--- src/rtl/gmii_arp_injector.sv ---
// Inline GMII receive-path tap that forwards upstream traffic and, on request, injects a burst
// of self-generated ARP frames (preamble, 60-byte payload, on-the-fly FCS) between frame boundaries.
module gmii_arp_injector #(
   parameter int unsigned IFG_CLOCKS = 125000,
   parameter int unsigned REPEAT     = 3,
   parameter logic [15:0] OPCODE     = 16'h0003,
   parameter logic [31:0] SENDER_IP  = 32'h0000_0000,
   parameter logic [31:0] TARGET_IP  = 32'hFFFF_FFFF,
   parameter int unsigned DROP_W     = 16
) (
   input  logic              clk,
   input  logic              rst,
   input  logic [47:0]       mac_address,
   input  logic              mac_valid,
   input  logic              trigger,
   input  logic [7:0]        up_data,
   input  logic              up_dv,
   input  logic              up_er,
   output logic [7:0]        down_data,
   output logic              down_dv,
   output logic              down_er,
   output logic              busy,
   output logic              done,
   output logic [DROP_W-1:0] drop_cnt
);

   localparam int unsigned    IFG_W    = $clog2(IFG_CLOCKS + 1);
   localparam logic [IFG_W-1:0] IFG_LAST = IFG_W'(IFG_CLOCKS - 1);

   typedef enum logic [2:0] {
      S_PASS, S_WAIT_EOF, S_PRE, S_DATA, S_FCS, S_IFG, S_RESUME
   } state_t;

   state_t            state, state_n;
   logic [2:0]        trig_s;
   logic              trig_rise;
   logic              accept;
   logic [47:0]       mac_lat;
   logic [6:0]        byte_cnt;
   logic [IFG_W-1:0]  ifg_cnt;
   logic [7:0]        pkt_cnt;
   logic [31:0]       crc;
   logic              up_dv_q;
   logic              dropping;
   logic [479:0]      payload;
   logic [5:0]        rev_idx;
   logic [7:0]        pay_byte;
   logic [7:0]        fcs_byte;
   logic [7:0]        data_n;
   logic              dv_n, er_n, done_n;

   // Reflected CRC-32, one byte LSB-first.
   function automatic logic [31:0] crc_byte(input logic [31:0] c, input logic [7:0] d);
      logic [31:0] r;
      r = c ^ {24'h0, d};
      for (int i = 0; i < 8; i++)
         r = r[0] ? ((r >> 1) ^ 32'hEDB8_8320) : (r >> 1);
      return r;
   endfunction

   assign payload = {48'hFFFF_FFFF_FFFF, mac_lat, 16'h0806, 16'h0001, 16'h0800, 16'h0604,
                     OPCODE, mac_lat, SENDER_IP, 48'h0, TARGET_IP, 144'h0};
   assign rev_idx   = 6'd59 - 6'(byte_cnt - 7'd8);
   assign pay_byte  = 8'(payload >> {rev_idx, 3'b000});
   assign fcs_byte  = ~crc[{byte_cnt[1:0], 3'b000} +: 8];
   assign trig_rise = trig_s[1] & ~trig_s[2];
   assign busy      = (state != S_PASS);
   assign dropping  = state inside {S_PRE, S_DATA, S_FCS, S_IFG, S_RESUME};

   always_ff @(posedge clk or posedge rst) begin
      if (rst) state <= S_PASS;
      else     state <= state_n;
   end

   always_comb begin
      // NOTE: every output of this block gets a default first so no latch is inferred.
      state_n = state;
      data_n  = 8'h00;
      dv_n    = 1'b0;
      er_n    = 1'b0;
      done_n  = 1'b0;
      accept  = 1'b0;
      case (state)
         S_PASS: begin
            data_n = up_data;
            dv_n   = up_dv;
            er_n   = up_er;
            if (trig_rise && mac_valid) begin
               accept  = 1'b1;
               state_n = S_WAIT_EOF;
            end
         end
         S_WAIT_EOF: begin
            if (up_dv) begin
               data_n = up_data;
               dv_n   = 1'b1;
               er_n   = up_er;
            end else begin
               state_n = S_PRE;
            end
         end
         S_PRE: begin
            dv_n   = 1'b1;
            data_n = (byte_cnt == 7'd7) ? 8'hD5 : 8'h55;
            if (byte_cnt == 7'd7) state_n = S_DATA;
         end
         S_DATA: begin
            dv_n   = 1'b1;
            data_n = pay_byte;
            if (byte_cnt == 7'd67) state_n = S_FCS;
         end
         S_FCS: begin
            dv_n   = 1'b1;
            data_n = fcs_byte;
            if (byte_cnt == 7'd71) state_n = S_IFG;
         end
         S_IFG: begin
            if (ifg_cnt == IFG_LAST)
               state_n = (({1'b0, pkt_cnt} + 9'd1) < 9'(REPEAT)) ? S_PRE : S_RESUME;
         end
         S_RESUME: begin
            if (!up_dv) begin
               state_n = S_PASS;
               done_n  = 1'b1;
            end
         end
         default: state_n = S_PASS;
      endcase
   end

   always_ff @(posedge clk or posedge rst) begin
      if (rst) begin
         down_data <= 8'h00;
         down_dv   <= 1'b0;
         down_er   <= 1'b0;
         done      <= 1'b0;
         trig_s    <= 3'b000;
         up_dv_q   <= 1'b0;
         mac_lat   <= 48'h0;
         byte_cnt  <= 7'd0;
         ifg_cnt   <= '0;
         pkt_cnt   <= 8'd0;
         crc       <= 32'hFFFF_FFFF;
         drop_cnt  <= '0;
      end else begin
         down_data <= data_n;
         down_dv   <= dv_n;
         down_er   <= er_n;
         done      <= done_n;
         trig_s    <= {trig_s[1:0], trigger};
         up_dv_q   <= up_dv;
         if (accept) mac_lat <= mac_address;

         // One byte counter spans preamble, payload and FCS (0..71).
         if (state inside {S_PRE, S_DATA, S_FCS})
            byte_cnt <= (byte_cnt == 7'd71) ? 7'd0 : byte_cnt + 7'd1;
         else
            byte_cnt <= 7'd0;

         if (state == S_PRE)       crc <= 32'hFFFF_FFFF;
         else if (state == S_DATA) crc <= crc_byte(crc, pay_byte);

         if (state == S_IFG) ifg_cnt <= ifg_cnt + IFG_W'(1);
         else                ifg_cnt <= '0;

         if (state == S_WAIT_EOF)
            pkt_cnt <= 8'd0;
         else if (state == S_IFG && ifg_cnt == IFG_LAST)
            pkt_cnt <= pkt_cnt + 8'd1;

         if (dropping && up_dv && !up_dv_q && drop_cnt != {DROP_W{1'b1}})
            drop_cnt <= drop_cnt + DROP_W'(1);
      end
   end

endmodule
--- config.mk ---
export PLATFORM = sky130hd
export DESIGN_NAME = gmii_arp_injector
export DESIGN_NICKNAME = d
export VERILOG_FILES = /design/src/rtl/gmii_arp_injector.sv
export SDC_FILE = /design/constraint.sdc
export NUM_CORES = 1
export LEC_CHECK = 0
export ABC_CLOCK_PERIOD_IN_PS = 5700
export CORE_MARGIN = 4
export CORE_UTILIZATION = 64
export DETAILED_ROUTE_END_ITERATION = 8
export DONT_BUFFER_PORTS = 1
export GPL_ROUTABILITY_DRIVEN = 0
export PLACE_DENSITY = 0.8
export SYNTH_ARGS = -nofsm -noshare
export SYNTH_HDL_FRONTEND = slang
export SYNTH_SLANG_ARGS = --single-unit
--- constraint.sdc ---
create_clock -name clk -period 5.7 [get_ports clk]
set_input_delay 0.285 -clock clk [delete_from_list [all_inputs] [get_ports clk]]
set_output_delay 0.285 -clock clk [all_outputs]
set_load 0.005 [all_outputs]
==> impl_metrics.toml, run 1 <==
[final_layout]
instances_no_fill = 916
design_area_um2 = 9123
synthToLayoutAreaGrowth_pct = 12.00
utilization = 0.7470
antennaDiodeCount = 0
drive_above_1_share = 0.2072
nNetsFinal = 812

[synthesis]
synth_top_flop_cell = "dfrtp_1"
syn_inst = 719
synthAdderAreaFrac = 0.02304
netlist-cell-type-count = 82
synth-async-reset-ratio = 1.000
yosysSeqAreaShare = 0.4535
synthTopCellsByCount = "dfrtp_1 (114), nor2_1 (76), xnor2_1 (52)"
synth_compound_area_frac = 0.1120
avgSynthCellArea_um2 = 11.33
synthSimpleGateAreaFrac = 0.1175
ys_top_cells_by_area = "dfrtp_1 (35%), dfstp_2 (10%), mux2_2 (6.9%)"
synth_xor_area_frac = 0.1508
syn_area_um2 = 8145
syn_nets = 796
ys_seq_elements = 146
synth_edf_count = 0
synth_top_area_share = 0.3502
synth.yosys.warnings = 0
synth.area.mux_share = 0.1171
synth_top_area_cell = "dfrtp_1"
synth_top_family_by_area = "XOR/XNOR gates"
synth.most_common_cell = "dfrtp_1"

[sta]
tightest_slew_ps = 1086
finalClockSkew_ps = 9.042
drv_slew = 0
fin_ws_ps = 1135
tns_ps = 0
post-route-min-period_ps = 4565
rsz0062_at_grt = "false"
slew_headroom = 0.2762
hold_violations = 0
fmax_ghz = 0.2190
period_share = 0.8009
setup_viol = 0

[die]
start_util = 0.6670
io_pins = 90
die_h_um = 120.8
coreArea_um2 = 12210
fp-row-count = 40
dieArea_um2 = 14600
chipWidth_um = 120.8

[setup_path]
critPathLaunch = "byte_cnt[2]"
path_max_fanout = 22
slowest_stage = "dfrtp_1"
cp_cell_sequence = "inv_1 -> ha_1 -> inv_1 -> o311ai_1 -> o41ai_4 -> xor2_4 -> xor3_2 -> xnor3_1 -> a21oi_1"
slowest_delay_ps = 770
critPathCaptureType = "flop"
crit_top_cell = "inv_1"
cp-start-kind = "flop"
worst_ep_arrival_time_ps = 4910
rr_startpoint = "byte_cnt[2]"
critical_path_class = "reg -> reg"
cp_data_required_time_ps = 6050
r2r_slack_ps = 1130

[grt]
gr-total-overflow = 0
antenna_found_initial = 0
grt_use_met3 = 0.06408
top_usage_layer = "met2"
grt_pass1_vias = 5901
grtUsageMet2 = 0.4401
grt_usage = 0.2666
grt_start_max_net_pins = 87
grt_pass1_wl_um = 30330
grt_util_met1 = 0.3461

[outcome]
outcome = "complete, no violations"

[clock_tree]
ctsResizeCount = 0
htreeDepth = 4
post_cts_buffers = 0
cts_buffers = 17
path_clk_slew_ps = 60
clockBufferDepth = 2
cts_hold_buffers = 26
cts_root_buf = "clkbuf_16"
clock_latency_ps = 430
cts_sinks = 146
cts_tree = "done"

[placement]
dp_cells = 858
pre_cts_ws_ps = 1229
hpwl_um = 12570
placed_area_um2 = 8249
io_buffers = 0

[detailed_routing]
viasPerCell = 6.276
drtIter0Drc = 499
remaining_drc_errors = 0
first_pass_iters = 5
avgRoutedWirePerCell_um = 20.18
routed_wl_um = 18480
num_vias = 5749
ant_nets = 0

[pwr]
power_density_nw_per_um2 = 254.4
power_leakage_nw = 3.875
irDropWorstVdd_mv = 0.3921

[hold_path]
min_path_type = "in -> reg"
hp-start = "mac_address[2]"

[flow_run]
cap_violations = 0
## sequential cells by signal, indices dropped and copies added, names as in the netlist
register / count
byte_cnt: 7
crc: 32
done: 1
down_data: 8
down_dv: 1
down_er: 1
drop_cnt: 16
ifg_cnt: 17
mac_lat: 48
pkt_cnt: 8
state: 3
trig_s: 3
up_dv_q: 1
## placed cells by master (no fill, tap or decap), types with 26 or more instances in the layout
| cell type | netlist | layout |
|---|---|---|
| nor2_1 | 76 | 75 |
| xor2_1 | 32 | 32 |
| dlygate4sd3_1 | 0 | 26 |
| a21oi_1 | 44 | 44 |
| nand2_1 | 33 | 33 |
| xnor2_1 | 52 | 52 |
| dfstp_2 | 32 | 32 |
| mux2_2 | 50 | 50 |
| nand3_1 | 34 | 34 |
| dfrtp_1 | 114 | 114 |
## report_power, final
part           switching, mW  internal (mW)  total (mW)
clock                  0.444          0.713        1.16
sequential            0.0314           1.06        1.09
combinational         0.0395         0.0339      0.0734
total                  0.515           1.81        2.32
## logic make-up after synthesis
group / count (synthesis)
and+or+nand+nor: 200
DFF: 146
AOI/OAI and AO/OA: 132
xor gates and xnor gates: 105
muxes: 72
buffers and inverters: 49
adders and majority gates: 15
## worst max-delay path: cells and delay by family, from the launching register on
| family | cells | cell delay, ps |
|---|---|---|
| xor+xnor | 3 | 1290 |
| compound gates | 3 | 1080 |
| buf+inv | 2 | 590 |
| flops | 1 | 770 |
| fa+ha+maj | 1 | 740 |
## layer usage
| layer | share of wire | vias up |
|---|---|---|
| met5 | 0 | - |
| met4 | 0.028 | 0 |
| met3 | 0.059 | 38 |
| met2 | 0.50 | 220 |
| met1 | 0.41 | 2891 |
| li1 | - | 2600 |
## metrics by stage
stage               total power, mW  hold WS (ps)
finish                        2.321         13.50
global route                  2.390         3.217
CTS                           2.335        0.1006
detailed placement            1.165         316.6
global placement              1.160         316.5
floorplan                     1.144         316.4
## worst paths after layout
kind,end,cells past startpoint
worst max register to register,crc[20],9
worst max-delay path,crc[20],9
min in group asynchronous,trig_s[2],2
worst min register to register,trig_s[1],0
max in group asynchronous,drop_cnt[3],3
worst min-delay path,mac_lat[2],1
## layout make-up
| cell class | instances | area [µm²] |
|---|---|---|
| clock buffers | 20 | 456.7 |
| clock inverters | 12 | 156.4 |
| fillers | 847 | 3089 |
| inverters | 15 | 61.31 |
| multi-input cells | 524 | 4247 |
| flip-flops and latches | 146 | 3694 |
| well taps | 168 | 210.2 |
| repair buffers | 31 | 297.8 |
(Power assumes the default switching activity.)
==> run 2: changes to the inputs <==
==> config.mk (replaced) <==
export PLATFORM = sky130hd
export DESIGN_NAME = gmii_arp_injector
export DESIGN_NICKNAME = d
export VERILOG_FILES = /design/src/rtl/gmii_arp_injector.sv
export SDC_FILE = /design/constraint.sdc
export NUM_CORES = 1
export LEC_CHECK = 0
export ABC_CLOCK_PERIOD_IN_PS = 4120
export CORE_MARGIN = 4
export CORE_UTILIZATION = 58
export DETAILED_ROUTE_END_ITERATION = 8
export DONT_BUFFER_PORTS = 1
export GPL_ROUTABILITY_DRIVEN = 0
export PLACE_DENSITY = 0.76
export SYNTH_ARGS = -nofsm -noshare
export SYNTH_HDL_FRONTEND = slang
export SYNTH_SLANG_ARGS = --single-unit
==> constraint.sdc (replaced) <==
create_clock -name clk -period 4.12 [get_ports clk]
set_input_delay 0.206 -clock clk [delete_from_list [all_inputs] [get_ports clk]]
set_output_delay 0.206 -clock clk [all_outputs]
set_load 0.005 [all_outputs]
==> run 2 against run 1 <==
  * Combinational power increased by 68%
  * Sequential share of layout area decreased by 2.0 points
  * Clock skew increased by 1.4 ps
  * Utilization decreased by 5.4 points
  * Sequential cell count unchanged
  * Worst setup slack got worse by 760 ps
  * Clock power increased by 58%
  * Fmax increased by 22%
  * Critical path depth decreased by 1
  * Non-clock buffer count increased by 37
  * Design area increased by 5.1%
  * Critical path type unchanged
  * Critical endpoint is now crc[23]
  * Largest power group unchanged
==> impl_metrics.toml, run 2 (synthesis results as in run 1) <==
[final_layout]
nFillCells = 960
antennaDiodeCount = 0
nNetsFinal = 849
largest-register = "mac_lat"
layout_common_cells = "dfrtp_1 (114), nor2_1 (75), dlygate4sd3_1 (57)"
synthToLayoutAreaGrowth_pct = 17.67
final_common_cell = "dfrtp_1"
largest_register_ffs = 48
top_regs = "mac_lat x48, crc x32, ifg_cnt x17"
drive_above_1_share = 0.2025

[clock_tree]
clock_latency_ps = 440
cts_hold_buffers = 57
cts_tree = "done"
post_cts_buffers = 0
htreeDepth = 4
path_clk_slew_ps = 60
clockBufferDepth = 2
cts_buffers = 17
cts_sinks = 146
ctsResizeCount = 0
cts_root_buf = "clkbuf_16"

[detailed_routing]
routed_wl_um = 18990
num_vias = 5827
viasPerCell = 6.038
first_pass_iters = 6
avgRoutedWirePerCell_um = 19.68
drtIter0Drc = 498
remaining_drc_errors = 0
ant_nets = 0

[setup_path]
r2r_slack_ps = 370
path_max_fanout = 24
cp_cell_sequence = "nand2_1 -> a2111oi_0 -> buf_4 -> o41ai_4 -> xor2_4 -> xor3_2 -> xnor3_1 -> a21oi_1"
r2r_cells = 8
critPathLaunch = "byte_cnt[1]"
cp-start-kind = "flop"
critPathCaptureType = "flop"
rr_startpoint = "byte_cnt[1]"
slowest_delay_ps = 990
slowest_stage = "dfrtp_1"
critical_path_class = "reg -> reg"
worst_ep_arrival_time_ps = 4100
reg2reg_to = "crc[23]"
cp_data_required_time_ps = 4480

[grt]
grt_start_max_net_pins = 121
grt_usage = 0.2520
antenna_found_initial = 0
grt_pass1_vias = 5972
grt_pass1_wl_um = 31710
gr-total-overflow = 0

[pwr]
power_leakage_nw = 4.088
irDropWorstVdd_mv = 0.3023
power_density_nw_per_um2 = 361.4
power_mw = 3.464

[sta]
slew_headroom = 0.2852
setup_viol = 0
rsz0062_at_grt = "false"
post-route-min-period_ps = 3746
hold_violations = 0
tns_ps = 0
fmax_ghz = 0.2669
drv_slew = 0
finalClockSkew_ps = 10.47
tightest_slew_ps = 1072
period_share = 0.9093

[placement]
hpwl_um = 12790
io_buffers = 0

[die]
chipWidth_um = 126.5
die_h_um = 126.5
start_util = 0.5891
dieArea_um2 = 16000
io_pins = 90
fp-row-count = 43
coreArea_um2 = 13830

[hold_path]
min_path_type = "in -> reg"
hold_path_end = "down_data[5]"
holdPathStages = 2
hp-start = "up_data[5]"

[flow_run]
cap_violations = 0

[outcome]
outcome = "complete, no violations"
-- run 2: cell count changes in the layout (fill, tap and decap cells not counted) --
cell,previous run,this run
clkbuf_1,1,3
dlygate4sd3_1,26,57
bufinv_16,3,7
clkinvlp_4,4,1
inv_6,3,1
buf_4,5,10
buf_12,0,1
clkinv_4,1,0
-- run 2: cell type report --
class                           instances  area, µm²  share of cell area
Sequential cell                       146       3694              0.3854
Tap cell                              180      225.2             0.02350
Clock inverter                         10      227.7             0.02376
Multi-Input combinational cell        524       4247              0.4431
Inverter                               15      61.31            0.006397
Clock buffer                           22      464.2             0.04843
Timing Repair Buffer                   68      665.6             0.06945
-- run 2: per-layer routing --
layer | part of all wire | GRT usage | wire length (µm) | vias up
li1 | - | - | - | 2680
met1 | 0.41 | 0.3246 | 7848 | 2926
met2 | 0.51 | 0.4150 | 9730 | 188
met3 | 0.052 | 0.06316 | 991 | 33
met4 | 0.022 | 0.09338 | 419 | 0
met5 | 0 | 0 | 0 | -
-- run 2: power by group --
part           total [mW]  leakage (nW)  switching [mW]  internal [mW]
Clock                1.83         0.334           0.605           1.23
Sequential           1.51          1.84          0.0441           1.46
Combinational       0.123          1.92          0.0590         0.0643
Total                3.46          4.09           0.708           2.76
-- run 2: worst max-delay path by stage --
stage | end | slack [ps]
after floorplan | byte_cnt[0] | 40
after global placement | crc[20] | 550
after detailed placement | crc[23] | 440
after CTS | crc[23] | 350
after global routing | crc[23] | 160
final | crc[23] | 370
-- run 2: critical path: cells and delay by family (launching register included) --
kind / cells / cell delay, ps
AOI/OAI and AO/OA: 3 / 890
xor gates and xnor gates: 3 / 1310
buffers and inverters: 1 / 220
DFF: 1 / 990
and+or+nand+nor: 1 / 250
-- run 2: per-stage QoR --
step                setup slack (ps)  area, µm²  instances  hold slack, ps  utilization
floorplan                      43.98       8145        719           237.4            -
global placement               551.5       8322        876           237.5       0.6018
detailed placement             437.1       8322        876           237.5       0.6018
CTS                            352.5       9584        965           7.200       0.6932
global route                   156.9       9584        965           25.00       0.6932
finish                         373.7       9584        965           17.13       0.6932
==> run 3: changes to the inputs <==
--- a/config.mk
+++ b/config.mk
@@ -12,6 +12,7 @@
 export DONT_BUFFER_PORTS = 1
 export GPL_ROUTABILITY_DRIVEN = 0
 export PLACE_DENSITY = 0.76
+export SETUP_SLACK_MARGIN = 0.4
 export SYNTH_ARGS = -nofsm -noshare
 export SYNTH_HDL_FRONTEND = slang
 export SYNTH_SLANG_ARGS = --single-unit
==> run 3 against run 2 <==
  * First-iteration DRC count grew 6.0%
  * Fmax grew 6.3%
  * Total power shrank 9.6%
  * Combinational power is essentially flat
  * Clock power shrank 18%
  * Wire length grew 0.45%
==> impl_metrics.toml, run 3 (synthesis results as in run 1) <==
[outcome]
outcome = "complete, no violations"

[detailed_routing]
first_pass_iters = 5
avgRoutedWirePerCell_um = 19.75
remaining_drc_errors = 0
num_vias = 5847
ant_nets = 0
viasPerCell = 6.053
routed_wl_um = 19070
drtIter0Drc = 528

[final_layout]
synthToLayoutAreaGrowth_pct = 16.48
largest_register_ffs = 48
final_common_cell = "dfrtp_1"
instances_no_fill = 966
top_regs = "mac_lat x48, crc x32, ifg_cnt x17"
nNetsFinal = 850
drive_above_1_share = 0.2074
utilization = 0.6862
largest-register = "mac_lat"
layout_common_cells = "dfrtp_1 (113), nor2_1 (75), dlygate4sd3_1 (57)"
antennaDiodeCount = 0

[setup_path]
slowest_stage = "xor2_2"
path_max_fanout = 12
path_delay_family = "XOR/XNOR gates"
cp-start-kind = "flop"
worst_ep_arrival_time_ps = 3880
cp_data_required_time_ps = 4470
critical_path_class = "reg -> reg"
slowest_delay_ps = 510
critPathCaptureType = "flop"
cp_cell_sequence = "inv_1 -> ha_1 -> xor2_4 -> a22oi_1 -> a31oi_2 -> o211ai_2 -> xor2_2 -> xnor3_1 -> xor3_1 -> o22a_1"
path_buf_inv = 1

[sta]
post-route-min-period_ps = 3524
drv_slew = 0
slew_headroom = 0.4386
hold_violations = 0
fmax_ghz = 0.2837
period_share = 0.8554
finalClockSkew_ps = 7.192
tightest_slew_ps = 842.1
rsz0062_at_grt = "false"
tns_ps = 0
setup_viol = 0

[clock_tree]
htreeDepth = 4
cts_tree = "done"
cts_buffers = 17
cts_root_buf = "clkbuf_16"
post_cts_buffers = 0
clock_latency_ps = 430
clockBufferDepth = 2
cts_sinks = 146
path_clk_slew_ps = 60

[grt]
antenna_found_initial = 0
grtUsageMet2 = 0.4119
grt_usage = 0.2458
gr-total-overflow = 0
grt_util_met1 = 0.3204
grt_start_max_net_pins = 147
grt_use_met3 = 0.05305
grt_pass1_vias = 6003
top_usage_layer = "met2"
grt_pass1_wl_um = 31220

[pwr]
p_clk_frac = 0.478
power_frac_seq = 0.482
power.internal_mw = 2.419
combPwrFrac = 0.040
power_density_nw_per_um2 = 330.1
switching_share = 0.2276
irDropWorstVdd_mv = 0.2592
power_mw = 3.132
p_sw_mw = 0.7128
power_leakage_nw = 4.016

[die]
io_pins = 90
fp-row-count = 43
start_util = 0.5891
dieArea_um2 = 16000
die_h_um = 126.5
coreArea_um2 = 13830
chipWidth_um = 126.5

[flow_run]
cap_violations = 0

[placement]
dp_cells = 877
hpwl_um = 12520
io_buffers = 0

[hold_path]
min_path_type = "in -> reg"
-- run 3: power by group through the flow --
| stage | registers (mW) | clock network (mW) | logic (mW) |
|---|---|---|---|
| after floorplan | 1.52 | 0 | 0.0612 |
| after global placement | 1.53 | 0 | 0.0756 |
| after detailed placement | 1.53 | 0 | 0.0811 |
| after CTS | 1.51 | 1.52 | 0.127 |
| after global routing | 1.51 | 1.60 | 0.139 |
| final | 1.51 | 1.50 | 0.125 |
-- run 3: worst paths after layout --
kind / start / to / slack (ps) / depth (start not counted)
max: byte_cnt[2] / crc[21] / 600 / 10
min: up_data[6] / down_data[6] / 9 / 2
max reg2reg: byte_cnt[2] / crc[21] / 600 / 10
min reg2reg: trig_s[0] / trig_s[1] / 360 / 0
max in group asynchronous: rst / drop_cnt[12] / 3010 / 3
min in group asynchronous: rst / trig_s[2] / 440 / 3
-- run 3: through the flow --
stage          setup WS [ps]  area, µm²  hold slack, ps
2_1_floorplan          624.2       8149           237.4
3_3_place_gp           707.7       8328           237.5
3_5_place_dp           594.4       8328           237.5
4_1_cts                585.9       9467          0.3023
5_1_grt                417.2       9488           12.01
6_report               595.7       9488           8.604
-- run 3: per-layer routing --
| layer | vias up | share of wire | routed length [µm] |
|---|---|---|---|
| met5 | - | 0 | 0 |
| met4 | 0 | 0.023 | 447 |
| met3 | 38 | 0.059 | 1121 |
| met2 | 220 | 0.51 | 9658 |
| met1 | 2911 | 0.41 | 7846 |
| li1 | 2678 | - | - |
-- run 3: cell type report --
cell class,count,area (µm²)
inverter,15,60.06
tap,180,225.2
sequential,146,3695
fill,942,4339
clock buffer,19,432.9
clock inverter,13,135.1
timing repair buffer,69,673.1
multi-input combinational,524,4267
-- run 3: worst register-to-register path: stages (launching register included) --
cell      delay (ps)
dfrtp_1          370
inv_1            280
ha_1             380
xor2_4           290
a22oi_1          140
a31oi_2          340
o211ai_2         130
xor2_2           510
xnor3_1          480
xor3_1           360
o22a_1           160
-- run 3: timing repair --
item,in CTS,in global routing
endpoints found under the hold margin,172,0
resized for setup,0,4
setup endpoints to repair,0,10
hold buffers,57,0
